===== config.mk =====
export PLATFORM = sky130hd
export DESIGN_NAME = matrix_key_scan_flat
export DESIGN_NICKNAME = d
export VERILOG_FILES = /design/src/rtl/matrix_key_scan_if.sv /design/src/rtl/matrix_key_scan.sv /design/src/flat_wrapper.sv
export SDC_FILE = /design/constraint.sdc
export NUM_CORES = 1
export LEC_CHECK = 0
export CAP_MARGIN = 25
export CORE_MARGIN = 2
export CORE_UTILIZATION = 55
export CTS_CLUSTER_SIZE = 12
export DETAILED_ROUTE_END_ITERATION = 16
export HOLD_SLACK_MARGIN = 0.06
export PLACE_DENSITY = 0.74
export SYNTH_ARGS = -nofsm -noshare
export SYNTH_HDL_FRONTEND = slang
export SYNTH_SLANG_ARGS = --single-unit

===== constraint.sdc =====
create_clock -name clk -period 28.3 [get_ports clk]
set_input_delay 2.83 -clock clk [delete_from_list [all_inputs] [get_ports clk]]
set_output_delay 2.83 -clock clk [all_outputs]
set_load 0.03 [all_outputs]

===== src/rtl/matrix_key_scan_if.sv =====
// Keypad scanner bus: row/column lines toward the keypad plus the decoded
// key outputs. "master" is the scanner side, "slave" the keypad/consumer side.
interface matrix_key_scan_if;
    logic [3:0] row;
    logic [3:0] col;
    logic [3:0] key_code;
    logic       key_valid;
    logic       key_down;
    logic [7:0] data_out;

    modport master (
        input  row,
        output col, key_code, key_valid, key_down, data_out
    );

    modport slave (
        output row,
        input  col, key_code, key_valid, key_down, data_out
    );
endinterface


===== src/rtl/matrix_key_scan.sv =====
// 4x4 active-low matrix keypad scanner with frame-based debounce.
// Drives one column low per step and samples the rows. Whole-frame
// snapshots of the 16 keys are classified as none / single / multi, and
// debounced before being reported as a hex code.
// Optional build macro KEY_REPEAT_EN adds auto-repeat pulses while a key is
// held (every REPEAT_FRAMES non-empty frames).
// rst_n is expected to be released synchronously to clk by the reset source.
//
// state       | meaning
// ------------+-----------------------------------------------------------
// IDLE        | no key accepted; waiting for a single-key frame
// PRESS_CHK   | counting consecutive frames showing the same single key
// HELD        | key accepted and reported; key_down high
// RELEASE_CHK | counting consecutive empty frames before dropping key_down
module matrix_key_scan #(
    parameter int SCAN_DIV      = 1000,
    parameter int DEB_FRAMES    = 8,
    parameter int REPEAT_FRAMES = 50
) (
    input  logic              clk,
    input  logic              rst_n,
    matrix_key_scan_if.master kbd
);
    localparam int                STEP_W    = $clog2(SCAN_DIV);
    localparam logic [STEP_W-1:0] STEP_LAST = STEP_W'(SCAN_DIV - 1);
    localparam logic [3:0]        DEB_N     = 4'(DEB_FRAMES);

    if (SCAN_DIV < 4) begin : g_bad_div
        $error("matrix_key_scan: SCAN_DIV must be at least 4");
    end
    if (DEB_FRAMES < 1 || DEB_FRAMES > 15) begin : g_bad_deb
        $error("matrix_key_scan: DEB_FRAMES must be in 1..15");
    end
    if (REPEAT_FRAMES < 1) begin : g_bad_rpt
        $error("matrix_key_scan: REPEAT_FRAMES must be at least 1");
    end

    typedef enum logic [1:0] {
        IDLE        = 2'd0,
        PRESS_CHK   = 2'd1,
        HELD        = 2'd2,
        RELEASE_CHK = 2'd3
    } state_t;

    logic [3:0]        row_s1, row_s2;
    logic [STEP_W-1:0] step_cnt;
    logic [1:0]        col_idx;
    logic [3:0]        col_q;
    logic [2:0][3:0]   samp;
    logic              step_end, frame_end;

    logic [15:0]       hit;
    logic [4:0]        hit_cnt;
    logic [3:0]        hit_code;
    logic              is_none, is_single;

    state_t            state, state_nxt;
    logic [3:0]        cand, cand_nxt;
    logic [3:0]        cnt, cnt_nxt;
    logic [3:0]        rel, rel_nxt;
    logic [3:0]        acc_code;
    logic              do_accept, do_release, do_repeat;

    logic [3:0]        key_code_q;
    logic              key_valid_q, key_down_q;
    logic [7:0]        data_q;

    // two-flop synchroniser on the asynchronous row lines (idle = pulled up)
    always_ff @(posedge clk or negedge rst_n) begin
        if (!rst_n) begin
            row_s1 <= 4'hF;
            row_s2 <= 4'hF;
        end else begin
            row_s1 <= kbd.row;
            row_s2 <= row_s1;
        end
    end

    assign step_end  = (step_cnt == STEP_LAST);
    assign frame_end = step_end && (col_idx == 2'd3);

    // column stepping; rows of columns 0..2 are stored, column 3 is used live
    always_ff @(posedge clk or negedge rst_n) begin
        if (!rst_n) begin
            step_cnt <= '0;
            col_idx  <= '0;
            col_q    <= 4'b1110;
            samp     <= '1;
        end else if (step_end) begin
            step_cnt <= '0;
            col_idx  <= col_idx + 2'd1;
            col_q    <= {col_q[2:0], col_q[3]};
            case (col_idx)
                2'd0:    samp[0] <= row_s2;
                2'd1:    samp[1] <= row_s2;
                2'd2:    samp[2] <= row_s2;
                default: ;
            endcase
        end else begin
            step_cnt <= step_cnt + 1'b1;
        end
    end

    // frame snapshot: bit row*4+col set when that key is closed
    always_comb begin
        hit = '0;
        for (int r = 0; r < 4; r++) begin
            hit[r*4 + 0] = ~samp[0][r];
            hit[r*4 + 1] = ~samp[1][r];
            hit[r*4 + 2] = ~samp[2][r];
            hit[r*4 + 3] = ~row_s2[r];
        end
    end

    // count closed keys and locate one of them (only meaningful when single)
    always_comb begin
        hit_cnt  = '0;
        hit_code = '0;
        for (int i = 0; i < 16; i++) begin
            if (hit[i]) begin
                hit_cnt  = hit_cnt + 5'd1;
                hit_code = 4'(i);
            end
        end
    end

    assign is_none   = (hit_cnt == 5'd0);
    assign is_single = (hit_cnt == 5'd1);

    // debounce state register
    always_ff @(posedge clk or negedge rst_n) begin
        if (!rst_n) begin
            state <= IDLE;
            cand  <= '0;
            cnt   <= '0;
            rel   <= '0;
        end else begin
            state <= state_nxt;
            cand  <= cand_nxt;
            cnt   <= cnt_nxt;
            rel   <= rel_nxt;
        end
    end

    // debounce next-state decode, evaluated only at frame end
    always_comb begin
        state_nxt  = state;
        cand_nxt   = cand;
        cnt_nxt    = cnt;
        rel_nxt    = rel;
        acc_code   = cand;
        do_accept  = 1'b0;
        do_release = 1'b0;
        if (frame_end) begin
            unique case (state)
                IDLE: begin
                    if (is_single) begin
                        cand_nxt = hit_code;
                        acc_code = hit_code;
                        if (DEB_N == 4'd1) begin
                            state_nxt = HELD;
                            cnt_nxt   = DEB_N;
                            do_accept = 1'b1;
                        end else begin
                            state_nxt = PRESS_CHK;
                            cnt_nxt   = 4'd1;
                        end
                    end
                end
                PRESS_CHK: begin
                    if (is_single && hit_code == cand) begin
                        cnt_nxt = cnt + 4'd1;
                        if (cnt + 4'd1 == DEB_N) begin
                            state_nxt = HELD;
                            do_accept = 1'b1;
                        end
                    end else if (is_single) begin
                        cand_nxt = hit_code;
                        cnt_nxt  = 4'd1;
                    end else begin
                        state_nxt = IDLE;
                        cnt_nxt   = '0;
                    end
                end
                HELD: begin
                    if (is_none) begin
                        if (DEB_N == 4'd1) begin
                            state_nxt  = IDLE;
                            cnt_nxt    = '0;
                            do_release = 1'b1;
                        end else begin
                            state_nxt = RELEASE_CHK;
                            rel_nxt   = 4'd1;
                        end
                    end
                end
                RELEASE_CHK: begin
                    if (is_none) begin
                        if (rel + 4'd1 == DEB_N) begin
                            state_nxt  = IDLE;
                            rel_nxt    = '0;
                            cnt_nxt    = '0;
                            do_release = 1'b1;
                        end else begin
                            rel_nxt = rel + 4'd1;
                        end
                    end else begin
                        state_nxt = HELD;
                        rel_nxt   = '0;
                    end
                end
                default: state_nxt = IDLE;
            endcase
        end
    end

`ifdef KEY_REPEAT_EN
    localparam int               RPT_W = $clog2(REPEAT_FRAMES + 1);
    localparam logic [RPT_W-1:0] RPT_N = RPT_W'(REPEAT_FRAMES);

    logic [RPT_W-1:0] rpt, rpt_nxt;

    // repeat counter advances on non-empty frames in HELD, clears otherwise
    always_comb begin
        rpt_nxt   = rpt;
        do_repeat = 1'b0;
        if (frame_end) begin
            if (state == HELD && !is_none) begin
                if (rpt + 1'b1 == RPT_N) begin
                    rpt_nxt   = '0;
                    do_repeat = 1'b1;
                end else begin
                    rpt_nxt = rpt + 1'b1;
                end
            end else begin
                rpt_nxt = '0;
            end
        end
    end

    // repeat counter register
    always_ff @(posedge clk or negedge rst_n) begin
        if (!rst_n) rpt <= '0;
        else        rpt <= rpt_nxt;
    end
`else
    assign do_repeat = 1'b0;
`endif

    // registered key outputs; data_out shifts in every reported code
    always_ff @(posedge clk or negedge rst_n) begin
        if (!rst_n) begin
            key_code_q  <= '0;
            key_valid_q <= 1'b0;
            key_down_q  <= 1'b0;
            data_q      <= '0;
        end else begin
            key_valid_q <= do_accept | do_repeat;
            if (do_accept) begin
                key_code_q <= acc_code;
                key_down_q <= 1'b1;
                data_q     <= {data_q[3:0], acc_code};
            end else if (do_repeat) begin
                data_q <= {data_q[3:0], key_code_q};
            end
            if (do_release) key_down_q <= 1'b0;
        end
    end

    assign kbd.col       = col_q;
    assign kbd.key_code  = key_code_q;
    assign kbd.key_valid = key_valid_q;
    assign kbd.key_down  = key_down_q;
    assign kbd.data_out  = data_q;
endmodule

===== src/flat_wrapper.sv =====
// flat-port wrapper written by rule: the top's interface ports become plain ports
module matrix_key_scan_flat 
#(
    parameter int SCAN_DIV      = 1000,
    parameter int DEB_FRAMES    = 8,
    parameter int REPEAT_FRAMES = 50
)
  (clk, rst_n, kbd_row, kbd_col, kbd_key_code, kbd_key_valid, kbd_key_down, kbd_data_out);
  matrix_key_scan_if kbd_i ();
  input  logic clk;
  input  logic rst_n;
  input wire logic [$bits(kbd_i.row)-1:0] kbd_row;
  output wire logic [$bits(kbd_i.col)-1:0] kbd_col;
  output wire logic [$bits(kbd_i.key_code)-1:0] kbd_key_code;
  output wire logic [$bits(kbd_i.key_valid)-1:0] kbd_key_valid;
  output wire logic [$bits(kbd_i.key_down)-1:0] kbd_key_down;
  output wire logic [$bits(kbd_i.data_out)-1:0] kbd_data_out;
  assign kbd_i.row = kbd_row;
  assign kbd_col = kbd_i.col;
  assign kbd_key_code = kbd_i.key_code;
  assign kbd_key_valid = kbd_i.key_valid;
  assign kbd_key_down = kbd_i.key_down;
  assign kbd_data_out = kbd_i.data_out;
  matrix_key_scan #(.SCAN_DIV(SCAN_DIV), .DEB_FRAMES(DEB_FRAMES), .REPEAT_FRAMES(REPEAT_FRAMES)) u_core (.clk(clk), .rst_n(rst_n), .kbd(kbd_i));
endmodule

### Word level (Yosys, flattened, before mapping)

Index checks and enable logic that the tools add are counted.

| storage, ports and cells | value |
|---|---|
| output and inout bits | 18 |
| memory bits (writable) | 0 |
| memories | 0 |
| bits in read-only memories | 0 |
| logic and storage cells | 135 |
| bits in latches | 0 |
| bits in registers | 64 |
| input bits | 6 |

| cells by class | value |
|---|---|
| multiply operators | 0 |
| shifts and indexed selects | 0 |
| mux-type cells | 65 |
| equal/unequal tests | 19 |
| reduce and logical (&&, ||, !) cells | 16 |
| order comparisons | 0 |
| add/sub/neg operators | 19 |
| div/mod/pow operators | 0 |
| bitwise gates (word level) | 0 |

Operator list:

| operator | number |
|---|---|
| 4-bit two-way mux | 19 |
| 5-bit two-way mux | 15 |
| 5-bit by 1-bit adder with 5-bit output (second input constant) | 14 |
| 2-bit two-way mux | 9 |
| 4-bit case mux with 2 select lines | 2 |
| 1-bit two-way mux | 13 |
| 3-bit two-way mux | 4 |
| 4-bit case mux with 3 select lines | 1 |
| 10-bit by 1-bit adder with 10-bit output (second input constant) | 1 |
| 10-bit == test (second input constant) | 1 |
| 10-bit two-way mux | 1 |
| 3-bit != test (second input constant) | 3 |
| 4-bit by 1-bit adder with 4-bit output (second input constant) | 2 |
| 2-bit == test (second input constant) | 4 |
| 4-bit == test (second input constant) | 2 |
| 2-bit by 1-bit != test with 1-bit output (second input constant) | 4 |
| 2-bit case mux with 4 select lines | 1 |
| 2-bit AND reduction | 3 |
| 3-bit AND reduction | 2 |
| 6-bit AND reduction | 1 |
| 2-bit nonzero test | 3 |
| 5-bit by 1-bit == test with 1-bit output (second input constant) | 1 |
| 5-bit zero test | 1 |
| 5-bit AND reduction | 1 |
| other kinds (8) | 11 |

### Logic depth before layout (Yosys ltp)

| depth | value |
|---|---|
| depth after elaboration | 38 |
| depth in mapped cells | 55 |
| gate-level depth less buffers | 54 |

### Worst setup path after synthesis

Ideal clock, no wire load.

| timing | value |
|---|---|
| path kind | register to register |
| start | register u_core.samp[0] (netlist name) |
| end | register u_core.cand[2] |
| setup slack | 17877 ps |
| buffers on the path | 0 |
| period minus slack after synthesis | 10423 ps |
| library setup time | 125 ps |
| cell stages (with the launch flop) | 53 |
| data arrival time | 10299 ps |
| cell sequence | dfstp_2 inv_1 ha_1 xnor2_2 ha_1 nand2b_1 nand2_1 ha_1 and2b_2 a21o_1 ha_1 and2b_2 a31oi_1 and2_1 inv_1 ha_1 nor2_1 a21oi_1 [17 not listed] ha_1 nor2_1 a31oi_1 ha_1 nor2b_1 a21o_1 ha_1 mux2i_1 nand2b_1 ha_1 o32a_1 o22ai_1 nand2b_1 mux2i_2 nand4_2 a21oi_2 and2b_1 mux2_2 |

| between the ends | value |
|---|---|
| word-level cells in the longest chain between the ends | 35 |
| elaborated cells on any way between the ends | 38 |
| those cells by class | add/sub (15); eq/ne (2); mux (19); reduce/logical (2) |

Ends and longest elaborated chain:

| what | RTL line | RTL |
|---|---|---|
| from (decl) | matrix_key_scan.sv:49 | `logic [2:0][3:0] samp;` |
| 1-bit two-way mux * | matrix_key_scan.sv:120 | `if (hit[i]) begin` |
| 1-bit by 1-bit adder with 2-bit output | matrix_key_scan.sv:121 | `hit_cnt = hit_cnt + 5'd1;` |
| 5-bit two-way mux * | matrix_key_scan.sv:120 |  |
| 5-bit by 1-bit adder with 5-bit output | matrix_key_scan.sv:121 |  |
| 5-bit two-way mux * | matrix_key_scan.sv:120 |  |
| 5-bit by 1-bit adder with 5-bit output | matrix_key_scan.sv:121 |  |
| 5-bit two-way mux * | matrix_key_scan.sv:120 |  |
| 5-bit by 1-bit adder with 5-bit output | matrix_key_scan.sv:121 |  |
| [19 not listed] | -- |  |
| 5-bit by 1-bit adder with 5-bit output | matrix_key_scan.sv:121 |  |
| 5-bit two-way mux * | matrix_key_scan.sv:120 |  |
| 5-bit by 1-bit adder with 5-bit output | matrix_key_scan.sv:121 |  |
| 5-bit two-way mux * | matrix_key_scan.sv:120 |  |
| 5-bit by 1-bit == test with 1-bit output * | matrix_key_scan.sv:128 | `assign is_single = (hit_cnt == 5'd1);` |
| 4-bit two-way mux or 1-bit logical AND (tied branches) | -- |  |
| 4-bit two-way mux or 2-bit != test (tied branches) | -- |  |
| 4-bit case mux with 2 select lines or 3-bit AND reduction (tied branches) | -- |  |
| to (signal assigned) | matrix_key_scan.sv:139 | `cand <= cand_nxt;` |
| to (decl) | matrix_key_scan.sv:58 | `logic [3:0] cand, cand_nxt;` |

Mark *: on every way between the ends. The rest lies on a longest branch, timed or not. The select of a mux whose other input is x is not followed.
A chain may end at the register's enable or synchronous reset.

### Worst setup path after layout

| timing | value |
|---|---|
| start | register u_core.samp[0] (netlist name) |
| end | register u_core.data_q[2] (netlist: u_core.kbd.data_out[2]) |

| between the ends | value |
|---|---|
| word-level cells in the longest chain between the ends | 36 |
| elaborated cells on any way between the ends | 39 |
| those cells by class | add/sub (15); eq/ne (1); mux (22); reduce/logical (1) |

Ends and longest elaborated chain:

| what | RTL line | RTL |
|---|---|---|
| 1-bit two-way mux * | matrix_key_scan.sv:120 |  |
| 1-bit by 1-bit adder with 2-bit output | matrix_key_scan.sv:121 |  |
| 5-bit two-way mux * | matrix_key_scan.sv:120 |  |
| 5-bit by 1-bit adder with 5-bit output | matrix_key_scan.sv:121 |  |
| 5-bit two-way mux * | matrix_key_scan.sv:120 |  |
| 5-bit by 1-bit adder with 5-bit output | matrix_key_scan.sv:121 |  |
| 5-bit two-way mux * | matrix_key_scan.sv:120 |  |
| 5-bit by 1-bit adder with 5-bit output | matrix_key_scan.sv:121 |  |
| [20 not listed] | -- |  |
| 5-bit two-way mux * | matrix_key_scan.sv:120 |  |
| 5-bit by 1-bit adder with 5-bit output | matrix_key_scan.sv:121 |  |
| 5-bit two-way mux * | matrix_key_scan.sv:120 |  |
| 5-bit by 1-bit == test with 1-bit output * | matrix_key_scan.sv:128 |  |
| 1-bit logical AND | matrix_key_scan.sv:171 | `if (is_single && hit_code == cand) begin` |
| 1-bit two-way mux | matrix_key_scan.sv:171 |  |
| 1-bit two-way mux | matrix_key_scan.sv:155 | `unique case (state)` |
| 1-bit two-way mux | matrix_key_scan.sv:154 | `if (frame_end) begin` |
| to (signal assigned) | matrix_key_scan.sv:262 | `data_q <= {data_q[3:0], acc_code};` |
| to (signal assigned) | matrix_key_scan.sv:264 | `data_q <= {data_q[3:0], key_code_q};` |
| to (decl) | matrix_key_scan.sv:66 | `logic [7:0] data_q;` |

Mark *: on every way between the ends. The rest lies on a longest branch, timed or not.

==> summary.txt <==
GRT
  • Grt total ovfl: 0
  • First-pass GRT wire length: roughly 16 mm
  • Antenna violations before repair: 0
  • Vias in the first global route: between 3000 and 4000
  • Largest net degree at the start of global routing: 61
  • GRT Total Usage: 0.2054

Drt
  • Via count: roughly 3700
  • Vias/cell: just under 6
  • Wire length on met2: approximately 5 mm
  • Wl on met1: 4.249 mm
  • DRC viols: 0
  • First-pass iteration count of the detailed router: 4
  • Routed WL: between 9 and 10 mm
  • Highest Signal Layer: met4
  • Initial DRC count: about 110
  • Antenna Violating Nets Remaining: 0
  • Average routed wire per standard cell: ~15 um
  • Met3 WL: between 200 and 250 um

Final layout
  • P&R area growth vs syn: 8.325%
  • Area of the multi-input gates: between 3000 and 4000 um^2
  • Final design utilization: 0.6142
  • Sequential cell area: around 1500 um^2
  • # fillers: 733
  • Nets: around 550
  • Share of cells above drive strength 1: 0.2129
  • Finished Cell Area: around 5400 um^2
  • Number of inserted diodes: 0
  • Fin cells: approximately 630

STA
  • Worst Tran Pin Value: roughly 0.73 ns
  • Fmax: about 87 MHz
  • Clock skew: around 0.010 ns
  • Final setup TNS: 0 ns
  • Period utilisation layout: 0.4044
  • Fin Hold WS: between 0.3 and 0.4 ns
  • Max Slew Vio Count: 0
  • RSZ-0062 raised after global routing: no
  • Final setup vio count: 0
  • Max-slew headroom: 0.5119
  • Crit path setup slack, layout: 16.86 ns
  • Period minus WS final: around 11 ns
  • Final hold vios: 0

Yosys
  • Post-synth top flop: dfrtp_1
  • Syn avg cell area: approximately 10 um^2
  • Post-synthesis cell area: between 4000 and 5000 um^2
  • Share of the synthesized area in the top cell type: 0.1872
  • Netlist cell types: 87
  • Post-synthesis instance total: roughly 510
  • Syn nets: 537
  • Synth Warn #: 0
  • Post-synth ARST share: 1.000
  • Flops & latches, synth: 60
  • Leading area contributor after synthesis: dfrtp_1
  • Synth top area cells: dfrtp_1 19%, dfstp_2 12%, ha_1 5.6%
  • Post-synth EDFFs: 0
  • Register area share after synthesis: 0.3095

Critical path
  • CP max FO: 11
  • Crit path kind: flop to flop
  • Crit path launch type: flop
  • Worst setup EP type: flop
  • Worst EP required: 28.54 ns
  • Slowest CP cell: dfstp_2
  • Most used cell, CP: ha_1
  • Flop-to-flop setup slack: approximately 17 ns
  • CP max stage delay: ~0.55 ns
  • WP data arrival: between 10 and 15 ns

Power and ir drop
  • Total Power: 327.6 uW
  • Int Pwr: 198.9 uW
  • Clock power share: 0.217
  • Sw Share: 0.3929
  • Sequential share of power: 0.269
  • Peak supply drop: 0.00005706 V
  • Power Dens Cells: 61.16 nW/um^2
  • Net switching power: ~130 uW
  • Leak: about 2.3 nW
  • Comb power frac: 0.514

Die
  • Row cnt: 34
  • Chip Width: a little under 100 um
  • Core area: 8721 um^2
  • Full die area: approximately 9800 um^2
  • Die Y: between 90 and 100 um
  • Initial Utilization: 0.5670
  • # IOs: 24

Placed design
  • Area after DPL: between 5000 and 6000 um^2
  • Detail Placement HPWL: between 7 and 8 mm
  • Placed Instances: just over 600
  • GPL Wtd Cong: between 0.8 and 0.9
  • Port Buffers: 23
  • Place WS: approximately 17 ns

Clock network
  • H-tree depth: 3
  • Clock Sinks: 60
  • Hold-fix buffers, CTS: 0
  • Max Root-Sink Buffers: 2
  • Clk root buf: clkbuf_8
  • Post-CTS setup buffer count: 0
  • CTS clk-pin slew, worst paths: 0.08 ns
  • CTS Buf Count: 9
  • Clock Latency Late Sink: roughly 0.35 ns
  • CTS tree: done
  • Post-CTS sizing: 0

Status
  • Status: completed

Worst hold path
  • Path type of the worst min-delay path: flop to flop

Flow run
  • Max Cap Violations: 0
==> cells in the final DEF (no fill, tap or decap), types with 8 or more instances in the layout <==
master / synthesis / layout
o21ai_0: 23 / 23
xnor2_1: 30 / 30
inv_1: 24 / 24
a21oi_1: 16 / 16
nand2b_1: 12 / 12
nor2b_1: 10 / 10
mux2_2: 18 / 18
nand2_1: 52 / 52
dfstp_2: 23 / 23
clkbuf_8: 3 / 9
xor2_1: 8 / 8
nor3_1: 10 / 10
clkdlybuf4s50_1: 0 / 22
nand3_1: 18 / 18
nor2_1: 29 / 29
dfrtp_1: 37 / 37
mux2i_1: 9 / 9
ha_1: 22 / 22
==> layout make-up <==
cell class / instances / area share
clock inverter: 7 / 0.01098
tap: 108 / 0.02523
clock buffer: 9 / 0.02313
timing repair buffer: 25 / 0.04485
sequential: 60 / 0.2857
inverter: 26 / 0.01845
multi-input combinational: 399 / 0.5917
==> kinds of logic after synthesis <==
group | after synthesis | synth area share
AO/OA/AOI/OAI | 97 | 0.1346
XOR/XNOR | 57 | 0.1511
adder cells (fa/ha/maj) | 22 | 0.05567
buffers and inverters | 50 | 0.05086
flip-flops | 60 | 0.3095
multiplexers | 36 | 0.08755
AND/OR/NAND/NOR | 187 | 0.2108
==> routing by layer <==
metal  GRT usage  vias to the layer above
met2      0.3664                       51
met4     0.09168                        0
met1      0.2487                     1775
li1            -                     1832
met3     0.02340                       18
met5           0                        -
==> worst max-delay path: cells and delay by family (launching register included) <==
family | cells | cell delay (ns)
multiplexers | 4 | 1.32
buffers and inverters | 3 | 0.19
XOR/XNOR | 1 | 0.25
AND/OR/NAND/NOR | 19 | 2.76
adder cells (fa/ha/maj) | 14 | 4.12
flip-flops | 1 | 0.55
AO/OA/AOI/OAI | 11 | 2.14
==> path summary, 6_finish.rpt <==
kind	from	to	cells past startpoint
max in group asynchronous	rst_n	u_core.cnt[0]$_DFFE_PN0P_	2
min	u_core.row_s1[3]$_DFF_PN1_	u_core.row_s2[3]$_DFF_PN1_	0
min in group asynchronous	rst_n	u_core.step_cnt[5]$_DFF_PN0_	2
max	u_core.samp[0]$_DFFE_PN1P_	u_core.kbd.data_out[2]$_DFFE_PN0P_	52
min reg2reg	u_core.row_s1[3]$_DFF_PN1_	u_core.row_s2[3]$_DFF_PN1_	0
max reg2reg	u_core.samp[0]$_DFFE_PN1P_	u_core.kbd.data_out[2]$_DFFE_PN0P_	52
==> power by group through the flow <==
stage	Sequential (mW)	Combinational (mW)	Clock (mW)
final	0.0880	0.168	0.0712
after global routing	0.0881	0.184	0.0764
after CTS	0.0880	0.169	0.0730
after detailed placement	0.0895	0.167	0
after global placement	0.0895	0.163	0
after floorplan	0.0886	0.142	0
==> registers in the layout, summed over array words and instances (netlist names) <==
signal,cells
u_core.cand,4
u_core.cnt,4
u_core.col_idx,2
u_core.kbd.col,4
u_core.kbd.data_out,8
u_core.kbd.key_down,1
u_core.kbd.key_valid,1
u_core.rel,4
u_core.row_s1,4
u_core.row_s2,4
u_core.samp,12
u_core.state,2
u_core.step_cnt,10
==> cells in the mapped netlist (all sizes together) (12+ instances only) <==
| cell | instances |
|---|---|
| nand2 | 53 |
| mux2i | 12 |
| dfrtp | 37 |
| dfstp | 23 |
| ha | 22 |
| mux2 | 24 |
| nand2b | 12 |
| o21ai | 24 |
| nand3 | 19 |
| clkbuf | 14 |
| nor2 | 30 |
| xnor2 | 36 |
| a21oi | 18 |
| inv | 25 |
Note: power is estimated with default switching activity, not from simulation.
